**config.mk**
```make
export PLATFORM = sky130hd
export DESIGN_NAME = muldiv9900
export DESIGN_NICKNAME = d
export VERILOG_FILES = /design/src/rtl/muldiv9900_pkg.sv /design/src/rtl/muldiv9900_step.sv /design/src/rtl/muldiv9900.sv
export SDC_FILE = /design/constraint.sdc
export NUM_CORES = 1
export LEC_CHECK = 0
export ABC_CLOCK_PERIOD_IN_PS = 3600
export BUFFER_PORTS_ARGS = -buffer_cell sky130_fd_sc_hd__buf_2
export CAP_MARGIN = 30
export CORE_MARGIN = 2
export CORE_UTILIZATION = 30
export CTS_CLUSTER_SIZE = 24
export DETAILED_ROUTE_END_ITERATION = 8
export PLACE_DENSITY = 0.59
export SLEW_MARGIN = 20
export SYNTH_ARGS = -nofsm -noshare
export SYNTH_HDL_FRONTEND = slang
export SYNTH_SLANG_ARGS = --single-unit
```
**constraint.sdc**
```tcl
create_clock -name clk -period 3.6 [get_ports clk]
set_clock_uncertainty 0.15 [all_clocks]
set_input_delay 0.54 -clock clk [delete_from_list [all_inputs] [get_ports clk]]
set_output_delay 0.54 -clock clk [all_outputs]
set_load 0.03 [all_outputs]
```
**src/rtl/muldiv9900_pkg.sv**
```systemverilog
// ----------------------------------------------------------------------------
// muldiv9900_pkg
// Shared definitions for the TMS9900 sequential multiply/divide unit:
// opcode encodings, FSM state type, iteration count and datapath widths.
// ----------------------------------------------------------------------------
package muldiv9900_pkg;

    localparam int W          = 16;   // operand word width
    localparam int ITERATIONS = 16;   // shift/add or shift/subtract steps per op
    localparam int CNT_W      = 5;    // wide enough to hold ITERATIONS

    localparam logic OP_MPY = 1'b0;
    localparam logic OP_DIV = 1'b1;

    typedef enum logic [1:0] {
        ST_IDLE = 2'd0,
        ST_RUN  = 2'd1,
        ST_DONE = 2'd2
    } state_t;

endpackage : muldiv9900_pkg

```
**src/rtl/muldiv9900_step.sv**
```systemverilog
// ----------------------------------------------------------------------------
// muldiv9900_step
// One combinational iteration of the multiply/divide datapath.
//   MPY: unsigned shift-add.  i_acc is the 17-bit accumulator, i_mpr the
//        multiplier (product low bits shift in from the top), i_operand the
//        multiplicand.
//   DIV: unsigned restoring.  i_acc is the 17-bit partial remainder, i_mpr
//        holds the remaining dividend bits (quotient bits shift in at the
//        bottom), i_operand the divisor.
// Ports:
//   i_op       0 = MPY, 1 = DIV
//   i_acc      accumulator / partial remainder in
//   i_mpr      multiplier / dividend-quotient in
//   i_operand  multiplicand (MPY) or divisor (DIV)
//   o_acc      next accumulator / partial remainder
//   o_mpr      next multiplier / dividend-quotient
// ----------------------------------------------------------------------------
module muldiv9900_step
    import muldiv9900_pkg::*;
(
    input  logic         i_op,
    input  logic [W:0]   i_acc,
    input  logic [W-1:0] i_mpr,
    input  logic [W-1:0] i_operand,
    output logic [W:0]   o_acc,
    output logic [W-1:0] o_mpr
);

    logic [W:0] w_addend;
    logic [W:0] w_sum;
    logic [W:0] w_shifted;
    logic [W:0] w_diff;
    logic       w_ge;

    always_comb begin
        // NOTE: every output of a combinational block gets a value on every
        // path; assigning defaults first guarantees no latch is inferred.
        o_acc = '0;
        o_mpr = '0;

        // Multiply: add multiplicand when the multiplier LSB is set.
        w_addend = i_mpr[0] ? {1'b0, i_operand} : '0;
        w_sum    = i_acc + w_addend;

        // Divide: shift the next dividend bit into the partial remainder.
        // The remainder stays below the divisor, so 17 bits never overflow.
        w_shifted = {i_acc[W-1:0], i_mpr[W-1]};
        w_ge      = (w_shifted >= {1'b0, i_operand});
        w_diff    = w_shifted - {1'b0, i_operand};

        if (i_op == OP_MPY) begin
            o_acc = {1'b0, w_sum[W:1]};
            o_mpr = {w_sum[0], i_mpr[W-1:1]};
        end else begin
            o_acc = w_ge ? w_diff : w_shifted;
            o_mpr = {i_mpr[W-2:0], w_ge};
        end
    end

endmodule : muldiv9900_step

```
**src/rtl/muldiv9900.sv**
```systemverilog
// ----------------------------------------------------------------------------
// muldiv9900
// Sequential MPY/DIV unit beside the TMS9900 ALU. The sequencer loads
// operands, pulses start, waits for done, then writes result_hi to D,
// result_lo to D+1 and overflow to ST4.
// Latency is 16/STEPS_PER_CLK cycles (legal STEPS_PER_CLK: 1, 2, 4);
// a DIV whose divisor is not above the dividend high word completes at once
// with overflow set.
// Ports:
//   clk        system clock, rising edge
//   reset      asynchronous, active-high reset
//   start      request, sampled only in IDLE
//   op         0 = MPY, 1 = DIV
//   src        multiplier or divisor
//   dst_hi     multiplicand or dividend high word
//   dst_lo     dividend low word (ignored for MPY)
//   busy       high whenever the FSM is not IDLE
//   done       one-cycle pulse, results valid
//   result_hi  MPY product[31:16] / DIV quotient
//   result_lo  MPY product[15:0]  / DIV remainder
//   overflow   DIV overflow, always 0 for MPY
// ----------------------------------------------------------------------------
module muldiv9900
    import muldiv9900_pkg::*;
#(
    parameter int STEPS_PER_CLK = 1
)(
    input  logic         clk,
    input  logic         reset,
    input  logic         start,
    input  logic         op,
    input  logic [W-1:0] src,
    input  logic [W-1:0] dst_hi,
    input  logic [W-1:0] dst_lo,
    output logic         busy,
    output logic         done,
    output logic [W-1:0] result_hi,
    output logic [W-1:0] result_lo,
    output logic         overflow
);

    state_t             r_state;
    logic               r_op;
    logic [W-1:0]       r_operand;
    logic [W:0]         r_acc;
    logic [W-1:0]       r_mpr;
    logic [CNT_W-1:0]   r_count;
    logic               r_busy;
    logic               r_done;
    logic               r_overflow;
    logic [W-1:0]       r_result_hi;
    logic [W-1:0]       r_result_lo;

    logic [W:0]         w_acc_chain [STEPS_PER_CLK+1];
    logic [W-1:0]       w_mpr_chain [STEPS_PER_CLK+1];
    logic [CNT_W-1:0]   w_count_next;
    logic [W:0]         w_acc_final;
    logic [W-1:0]       w_mpr_final;

    // Chain of STEPS_PER_CLK iterations evaluated within one clock.
    assign w_acc_chain[0] = r_acc;
    assign w_mpr_chain[0] = r_mpr;

    for (genvar g = 0; g < STEPS_PER_CLK; g++) begin : g_step
        muldiv9900_step u_step (
            .i_op      (r_op),
            .i_acc     (w_acc_chain[g]),
            .i_mpr     (w_mpr_chain[g]),
            .i_operand (r_operand),
            .o_acc     (w_acc_chain[g+1]),
            .o_mpr     (w_mpr_chain[g+1])
        );
    end

    assign w_acc_final  = w_acc_chain[STEPS_PER_CLK];
    assign w_mpr_final  = w_mpr_chain[STEPS_PER_CLK];
    assign w_count_next = r_count + CNT_W'(STEPS_PER_CLK);

    always_ff @(posedge clk or posedge reset) begin
        // NOTE: the working registers are reset along with the control state
        // so a reset mid-operation leaves no stale partial result behind.
        if (reset) begin
            r_state     <= ST_IDLE;
            r_op        <= OP_MPY;
            r_operand   <= '0;
            r_acc       <= '0;
            r_mpr       <= '0;
            r_count     <= '0;
            r_busy      <= 1'b0;
            r_done      <= 1'b0;
            r_overflow  <= 1'b0;
            r_result_hi <= '0;
            r_result_lo <= '0;
        end else begin
            // NOTE: sequential state uses non-blocking assignments so every
            // register samples the values from before this edge.
            r_done <= 1'b0;
            case (r_state)
                ST_IDLE: begin
                    if (start) begin
                        r_op       <= op;
                        r_overflow <= 1'b0;
                        r_count    <= '0;
                        r_busy     <= 1'b1;
                        // Quotient would not fit in 16 bits (or divisor is 0):
                        // flag overflow and pass the dividend through.
                        if (op == OP_DIV && src <= dst_hi) begin
                            r_overflow  <= 1'b1;
                            r_result_hi <= dst_hi;
                            r_result_lo <= dst_lo;
                            r_done      <= 1'b1;
                            r_state     <= ST_DONE;
                        end else begin
                            r_operand <= (op == OP_DIV) ? src : dst_hi;
                            r_acc     <= (op == OP_DIV) ? {1'b0, dst_hi} : '0;
                            r_mpr     <= (op == OP_DIV) ? dst_lo : src;
                            r_state   <= ST_RUN;
                        end
                    end
                end

                ST_RUN: begin
                    r_acc   <= w_acc_final;
                    r_mpr   <= w_mpr_final;
                    r_count <= w_count_next;
                    if (w_count_next == CNT_W'(ITERATIONS)) begin
                        r_done  <= 1'b1;
                        r_state <= ST_DONE;
                        if (r_op == OP_DIV) begin
                            r_result_hi <= w_mpr_final;          // quotient
                            r_result_lo <= w_acc_final[W-1:0];   // remainder
                        end else begin
                            r_result_hi <= w_acc_final[W-1:0];
                            r_result_lo <= w_mpr_final;
                        end
                    end
                end

                ST_DONE: begin
                    r_busy  <= 1'b0;
                    r_state <= ST_IDLE;
                end

                default: begin
                    r_busy  <= 1'b0;
                    r_state <= ST_IDLE;
                end
            endcase
        end
    end

    assign busy      = r_busy;
    assign done      = r_done;
    assign result_hi = r_result_hi;
    assign result_lo = r_result_lo;
    assign overflow  = r_overflow;

endmodule : muldiv9900

```
**After elaboration in Yosys (flattened, before gate mapping)**

Index checks and enable logic that the tools add are counted.
W data, S select, Z words.

- Bits of input ports: 52
- Register bits after elaboration: 92

- Magnitude comparators: 2
- Add/subtract/negate cells: 3
- Reductions and logical operators: 10
- Equality and inequality tests: 6
- Muxes and demuxes: 35
- Bitwise gates (word level): 2

Operator list:

| operator | number |
|---|---|
| $mux W16 | 15 |
| $pmux W16 S2 | 3 |
| $mux W17 | 4 |
| $pmux W17 S2 | 1 |
| $add A17 B17 Y17 | 1 |
| $ge A17 B16 Y1 | 1 |
| $sub A17 B16 Y17 | 1 |
| $le A16 B16 Y1 | 1 |
| $pmux W5 S2 | 1 |
| $ne A2 B2 Y1 const B | 4 |
| $reduce_and A2 Y1 | 4 |
| $mux W2 | 3 |
| $reduce_and A3 Y1 | 2 |
| $add A5 B1 Y5 const B | 1 |
| $eq A5 B5 Y1 const B | 1 |
| $mux W5 | 1 |
| $mux W1 | 4 |
| $pmux W1 S2 | 2 |
| $pmux W2 S2 | 1 |
| $reduce_and A4 Y1 | 1 |
| $eq A2 B1 Y1 const B | 1 |
| $logic_not A2 Y1 | 1 |
| $not A1 Y1 | 2 |
| $reduce_bool A2 Y1 | 1 |
| $logic_and A1 B1 Y1 | 1 |

**Depth between registers and ports, before layout**

Gate-level depths: netlist of the first run.

- Word-level depth: 6
- Gate-level depth with buffers: 13
- Mapped depth without buffers: 11

**By module**

A second synthesis of the first run with hierarchy kept.

- Cells, all modules: 893
- Area total of the unflattened synthesis: 7996.4 µm²

Modules (own cells, without submodules):

| module | cells each | times used | area an instance (µm²) | seq. area each (µm²) |
|---|---|---|---|---|
| muldiv9900 | 518 | 1 | 5406.4 | 2302.2 |
| muldiv9900_step | 375 | 1 | 2590.0 | 0.0 |

**Worst setup path before layout of the first run**

Ideal clock, no wire load.

- Path kind: register -> register
- Start point: reg r_mpr[0]
- End point: reg r_result_hi[15], in the netlist result_hi[15]
- Period minus slack after synthesis: 2859 ps
- Library setup time: 76 ps
- Arrival: 2633 ps
- Path buffers: 0
- Path slack: 741 ps
- Cell stages (with the launch flop): 12
- Cells stage by stage: dfrtp_1 > and2_1 > ha_1 > fa_1 > a211oi_1 > o21ai_0 > nand2_1 > o21ai_0 > or4b_1 > a31oi_1 > o22ai_1 > o21ai_1

- Cells in the longest elaborated chain, start to end: 6

RTL lines:

| element | line | RTL |
|---|---|---|
| start, declared | muldiv9900.sv:46 | `logic [W-1:0] r_mpr;` |
| start signal, assigned | muldiv9900.sv:116 | `r_mpr <= (op == OP_DIV) ? dst_lo : src;` |
| start signal, assigned | muldiv9900.sv:124 | `r_mpr <= w_mpr_final;` |
| $mux W16 (*) | muldiv9900_step.sv:42 | `w_addend = i_mpr[0] ? {1'b0, i_operand} : '0;` |
| $add A17 B17 Y17 (*) | muldiv9900_step.sv:43 | `w_sum = i_acc + w_addend;` |
| $mux W17 or $mux W16 (tied branches) | muldiv9900_step.sv:51 | `if (i_op == OP_MPY) begin` |
| $mux W16 (*) | muldiv9900.sv:129 | `if (r_op == OP_DIV) begin` |
| $mux W16 (*) | muldiv9900.sv:126 | `if (w_count_next == CNT_W'(ITERATIONS)) begin` |
| $pmux W16 S2 (*) | muldiv9900.sv:98 | `case (r_state)` |
| end signal, assigned | muldiv9900.sv:109 | `r_result_hi <= dst_hi;` |
| end signal, assigned | muldiv9900.sv:130 | `r_result_hi <= w_mpr_final;` |
| end signal, assigned | muldiv9900.sv:133 | `r_result_hi <= w_acc_final[W-1:0];` |
| end, declared | muldiv9900.sv:51 | `logic [W-1:0] r_result_hi;` |

Mark *: on every way between the ends. The rest lies on a longest branch, timed or not. The select of a mux whose other input is x is not followed.
A chain may end at the register's enable or synchronous reset.

**Worst setup path after layout of the first run**

- Start point: reg r_acc[10]
- End point: reg r_result_lo[8], in the netlist result_lo[8]

- Cells in the longest elaborated chain, start to end: 6

RTL lines:

| element | line | RTL |
|---|---|---|
| start, declared | muldiv9900.sv:45 | `logic [W:0] r_acc;` |
| start signal, assigned | muldiv9900.sv:115 | `r_acc <= (op == OP_DIV) ? {1'b0, dst_hi} : '0;` |
| start signal, assigned | muldiv9900.sv:123 | `r_acc <= w_acc_final;` |
| $ge A17 B16 Y1 | muldiv9900_step.sv:48 | `w_ge = (w_shifted >= {1'b0, i_operand});` |
| $mux W17 | muldiv9900_step.sv:55 | `o_acc = w_ge ? w_diff : w_shifted;` |
| $mux W17 | muldiv9900_step.sv:51 |  |
| $mux W16 | muldiv9900.sv:129 |  |
| $mux W16 | muldiv9900.sv:126 |  |
| $pmux W16 S2 | muldiv9900.sv:98 |  |
| end signal, assigned | muldiv9900.sv:110 | `r_result_lo <= dst_lo;` |
| end signal, assigned | muldiv9900.sv:131 | `r_result_lo <= w_acc_final[W-1:0];` |
| end signal, assigned | muldiv9900.sv:134 | `r_result_lo <= w_mpr_final;` |
| end, declared | muldiv9900.sv:52 | `logic [W-1:0] r_result_lo;` |

Every way passes these cells. The select of a mux whose other input is x is not followed.

==> impl_metrics.ini, run 1 <==
[global_routing]
antenna_found_initial = 1
grt_usage_pct = 19.0
grt_pass1_wl_mm = 38.4
grt_max_degree = 52
first_global_vias = 6723
grt-ovfl-total = 0

[sta]
setup_viol = 0
fmaxAchievable_mhz = 304
finalCritPeriodShare_pct = 91.5
rsz0062_at_grt = false
min_period_ns = 3.29
fin_ws_ns = 0.307
setup_tns_ns = 0
relSlewSlack_pct = 46.9
worstMarginPinSlew_ns = 0.795
slew_violations = 0
hold_viol_final = 0

[setup_path]
path_cells = ha_1 > nand4_2 > nor4_2 > or2_1 > o21ai_1 > nor2_2 > mux2_2 > nand2_1 > a41oi_1
cp.arrival_ns = 3.31
cpPeakStageDelay_ns = 0.48
crit_type = register to register
cp-end-kind = register
worstPathRequired_ns = 3.62
crit_family = simple AND/OR/NAND/NOR gates
path_max_fanout = 11
cp-start-kind = register
reg2reg_slack_ns = 0.31
crit_buf_inv = 0
critPathSlowestCell = nor2_2

[finish]
multiInputGateArea_um2 = 4500
nFillCells = 2522
syn_to_final_growth_pct = 15.6
regArea_um2 = 2300
fin_nets = 1067
antenna_cells = 0
drive_gt1_share_pct = 16.6

[cts]
cts.htree.levels = 3
cts_max_path_buffers = 2
post_cts_buffers = 0
cts_made_buffers = 9
cts.sinks = 92
cts_resized = 0
cts_tree = done
ctsHoldBuffers = 0
insertion_delay_ns = 0.35
cts_root_buffer = clkbuf_16
path_clk_slew_ns = 0.07

[die]
start_util_pct = 30.7
die-area_um2 = 25400
die-height_um = 159
rows = 56
die_w_um = 159
core_um2 = 23500
pin_count = 87

[yosys]
synthFlopType = dfrtp_1
yosysUniqueCellTypes = 68
synthSimpleGateAreaFrac_pct = 16.8
syn_avg_cell_area_um2 = 8.15
muxShareOfSynthArea_pct = 5.95
seq_area_frac_synth_pct = 31.8
netlist_area_um2 = 7230
synth-async-reset-ratio_pct = 100
yosys_warnings = 0
synth-seq-cells = 92
synth_nets = 990
synth_top_family_by_area = compound AO/OA/AOI/OAI gates
synthAdderAreaFrac_pct = 9.03
synth_edf_count = 0
synth_xor_area_share_pct = 2.91
syn_inst = 887
synth-compound-area-share_pct = 27.4

[run]
drv_cap = 0

[detailed_routing]
drc = 0
antenna_left = 0
avgRoutedWirePerCell_um = 18.9
drt_first_iter_violations = 546
vias_per_cell = 5.41
drt_pass1_iterations = 7
wl_mm = 24.4
dr_total_vias = 6974

[placement]
place_hpwl_mm = 18.7
pre_cts_ws_ns = 0.143
place_congestion = 0.927
io_buffers = 86

[power]
p_leak_nw = 3.92
p_per_area_nw_per_um2 = 1130
ir_worst_vdd_mv = 0.460
p_total_w = 0.00948

[worst_hold_path]
hold_class = input pin to async pin

[run_status]
outcome = finished, final reports clean
==> cells in the mapped netlist (all sizes together) (8+ instances only) <==
cell type / number / area (µm²)
and2: 20 / 125
mux2i: 34 / 340
mux2: 8 / 90.1
a31oi: 9 / 56.3
clkbuf: 35 / 163
and3: 9 / 57.6
a221oi: 11 / 96.3
a21oi: 81 / 405
nand3: 19 / 95.1
dfrtp: 92 / 2300
o211ai: 12 / 90.1
buf: 14 / 109
nor2: 44 / 168
ha: 49 / 613
nor3: 11 / 55.1
xnor2: 14 / 123
a21o: 26 / 196
nand2: 123 / 469
o21ai: 119 / 596
inv: 46 / 173
xor2: 10 / 87.6
nand2b: 8 / 50.1
==> report_power, final <==
part,leakage [nW],internal [W],switching [W]
clock,0.146,0.000561,0.000429
sequential,1.12,0.00154,0.000473
combinational,2.65,0.00240,0.00408
==> final cells by class <==
class | count | share of cell area (%)
multi-input combinational | 700 | 53.9
sequential | 92 | 27.6
timing repair buffer | 115 | 8.06
tap | 319 | 4.78
clock buffer | 11 | 2.90
inverter | 46 | 2.10
clock inverter | 5 | 0.719
==> state kept, by name, summed over array words and instances (netlist names), 2 cells and up <==
register	count
r_acc	17
r_mpr	16
r_operand	16
result_hi	16
result_lo	16
r_count	5
r_state	2
==> worst paths after layout <==
path	cells after the start	start	to
min	2	reset	busy$_DFFE_PP0P_
max in group asynchronous	3	reset	r_operand[2]$_DFFE_PP0P_
max reg2reg	9	r_acc[10]$_DFFE_PP0P_	result_lo[8]$_DFFE_PP0P_
max	9	r_acc[10]$_DFFE_PP0P_	result_lo[8]$_DFFE_PP0P_
min in group clk	2	result_hi[13]$_DFFE_PP0P_	result_hi[13]$_DFFE_PP0P_
min reg2reg	2	result_hi[13]$_DFFE_PP0P_	result_hi[13]$_DFFE_PP0P_
==> through the flow <==
step                      area (µm²)  hold WS, ns  std cells  util, %
after floorplan                 7230        0.313        887        -
after global placement          8050        0.309       1272     34.2
after detailed placement        8050        0.312       1272     34.2
after CTS                       8360        0.122       1288     35.5
after global routing            8360        0.148       1288     35.5
final                           8360        0.103       1288     35.5
==> routing by layer <==
metal,share of wire (%),track usage (%),routed length [µm],up-vias
li1,-,-,-,3351
met4,2.0,4.67,493,2
met1,45,26.7,11100,3334
met3,7.1,3.57,1730,35
met5,0.053,0,13,-
met2,45,30.4,11000,252
==> placed cells by master (no fill, tap or decap), drive strengths merged, types with 19 or more instances in the layout <==
cell	count
and2	20
mux2i	34
a21oi	81
dfrtp	92
nand3	19
o21ai	119
nand2	123
a21o	26
ha	49
buf	115
nor2	44
inv	47
==> cell families after synthesis <==
logic type	Yosys count
adders and majority gates	51
xor gates and xnor gates	24
DFF	92
and+or+nand+nor	260
AOI/OAI and AO/OA	323
muxes	42
buffers and inverters	95
Note: power is estimated with default switching activity, not from simulation.
==> run 2: changes to the inputs <==
--- a/config.mk
+++ b/config.mk
@@ -6,13 +6,14 @@
 export NUM_CORES = 1
 export LEC_CHECK = 0
 export ABC_CLOCK_PERIOD_IN_PS = 3600
-export BUFFER_PORTS_ARGS = -buffer_cell sky130_fd_sc_hd__buf_2
 export CAP_MARGIN = 30
 export CORE_MARGIN = 2
 export CORE_UTILIZATION = 30
 export CTS_CLUSTER_SIZE = 24
 export DETAILED_ROUTE_END_ITERATION = 8
-export PLACE_DENSITY = 0.59
+export DONT_BUFFER_PORTS = 1
+export GPL_TIMING_DRIVEN = 0
+export PLACE_DENSITY = 0.56
 export SLEW_MARGIN = 20
 export SYNTH_ARGS = -nofsm -noshare
 export SYNTH_HDL_FRONTEND = slang
==> run 2 against run 1 <==
Net effect:
- fmax down 5.2%
- flip-flop and latch count unchanged
- first-iteration DRC count up 59%
- wire length up 18%
- worst hold slack better by 0.095 ns
- clock power up 8%
- critical path depth up 1
- critical path type is now input pin to register
- sequential power up 22%
- utilization down 1.5 points
- final area down 4.1%
- die area unchanged
- largest power group unchanged
==> impl_metrics.ini, run 2 (synthesized netlist as in run 1, its figures left out) <==
[sta]
relSlewSlack_pct = 36.4
rsz0062_at_grt = false
fin_ws_ns = 0.128
fmaxAchievable_mhz = 288
worstMarginPinSlew_ns = 0.954
min_period_ns = 3.47
slew_violations = 0
finalCritPeriodShare_pct = 96.4
setup_viol = 0
hold_viol_final = 0

[placement]
pre_cts_ws_ns = -0.366
place_congestion = 0.999
dpl-instance-area_um2 = 7660
io_buffers = 0
place_hpwl_mm = 22.0

[finish]
largest_register_ffs = 17
final_cell_mix = 122 x nand2_1, 115 x o21ai_0, 91 x dfrtp_1
regMostFlops = r_acc
fin_nets = 1003
syn_to_final_growth_pct = 10.8
nFillCells = 2522
stdcell_area_um2 = 8010
drive_gt1_share_pct = 7.29
antenna_cells = 0
final_common_cell = nand2_1

[detailed_routing]
antenna_left = 0
vias_per_cell = 5.83
drt_first_iter_violations = 867
drc = 0
wl_mm = 28.7
drt_pass1_iterations = 6
dr_total_vias = 7141
avgRoutedWirePerCell_um = 23.5

[cts]
cts.htree.levels = 3
cts_max_path_buffers = 2
cts.sinks = 92
cts_made_buffers = 9
cts_tree = done
path_clk_slew_ns = 0.07
cts_root_buffer = clkbuf_16
insertion_delay_ns = 0.35
post_cts_buffers = 0

[global_routing]
met3_usage_pct = 5.97
grtUsageMet2_pct = 33.9
grt_most_used_layer = met2
met1_usage_pct = 32.1
grt-ovfl-total = 0
grt_pass1_wl_mm = 44.0
grt_max_degree = 66
first_global_vias = 7001
grt_usage_pct = 22.5
antenna_found_initial = 0

[die]
rows = 56
die-height_um = 159
die-area_um2 = 25400
start_util_pct = 30.7
core_um2 = 23500
die_w_um = 159
pin_count = 87

[setup_path]
path_max_fanout = 10
crit_type = input pin to register
cp.arrival_ns = 3.58
worstPathRequired_ns = 3.71
cp-end-kind = register
cp-start-kind = input pin

[run_status]
outcome = finished, final reports clean

[run]
drv_cap = 0

[power]
ir_worst_vdd_mv = 0.450
p_per_area_nw_per_um2 = 1210
p_leak_nw = 3.58

[worst_hold_path]
hold_class = input pin to register
run 2: stage by stage:
stage	cells	power (W)	hold WS, ns	TNS, ns	utilization [%]
finish	1224	0.00966	0.198	0	34.0
global route	1224	0.0103	0.201	0	34.0
CTS	1224	0.00949	0.199	0	34.0
detailed placement	1207	0.00841	0.232	-6.31	32.5
global placement	1206	0.00835	0.338	-72.43	32.4
floorplan	887	0.00652	0.313	0	-
run 2: power breakdown:
| group | switching (W) | internal (W) | total (W) |
|---|---|---|---|
| Combinational | 0.00388 | 0.00226 | 0.00614 |
| Clock | 0.000460 | 0.000614 | 0.00107 |
| Sequential | 0.000912 | 0.00154 | 0.00245 |
run 2: final timing paths:
| check | cells past startpoint | startpoint | endpoint | slack (ns) |
|---|---|---|---|---|
| hold reg to reg | 1 | r_count[4]$_DFFE_PP0P_ | r_count[4]$_DFFE_PP0P_ | 0.36 |
| setup reg to reg | 11 | r_mpr[0]$_DFFE_PP0P_ | result_hi[15]$_DFFE_PP0P_ | 0.19 |
| max in group asynchronous | 3 | reset | r_mpr[0]$_DFFE_PP0P_ | 2.17 |
| hold / removal | 2 | dst_hi[10] | r_acc[10]$_DFFE_PP0P_ | 0.20 |
| setup / recovery | 10 | dst_hi[12] | result_lo[11]$_DFFE_PP0P_ | 0.13 |
| min in group asynchronous | 2 | reset | busy$_DFFE_PP0P_ | 0.49 |
run 2: timing repair:
item,CTS,global route
setup endpoints to repair,2,7
resized for setup,2,7
endpoints found under the hold margin,27,0
cloned,0,0
hold buffers,1,0
run 2: critical path: stages:
cell	delay (ns)
inv_1	0.07
ha_1	0.29
nand4_1	0.37
nor4_2	0.76
nor2_1	0.28
o21a_1	0.28
inv_1	0.24
clkbuf_2	0.34
o21ai_0	0.19
o221ai_1	0.21
run 2: area by class of cell:
type                       count  area, µm²  share of cell area, %
inverter                      46        178                   2.22
buffer                        49        274                   3.42
clock inverter                 7       96.3                   1.20
sequential                    92       2300                   28.8
clock buffer                   9        225                   2.81
multi-input combinational    700       4500                   56.1
timing repair buffer           2       37.5                  0.469
tap                          319        399                   4.98
run 2: per-layer routing:
layer  vias to the layer above  part of all wire [%]  routed length, µm
met5                         -                     0                  0
met4                         0                   1.8                527
met3                        44                    11               3110
met2                       420                    44              12600
met1                      3446                    44              12500
li1                       3231                     -                  -
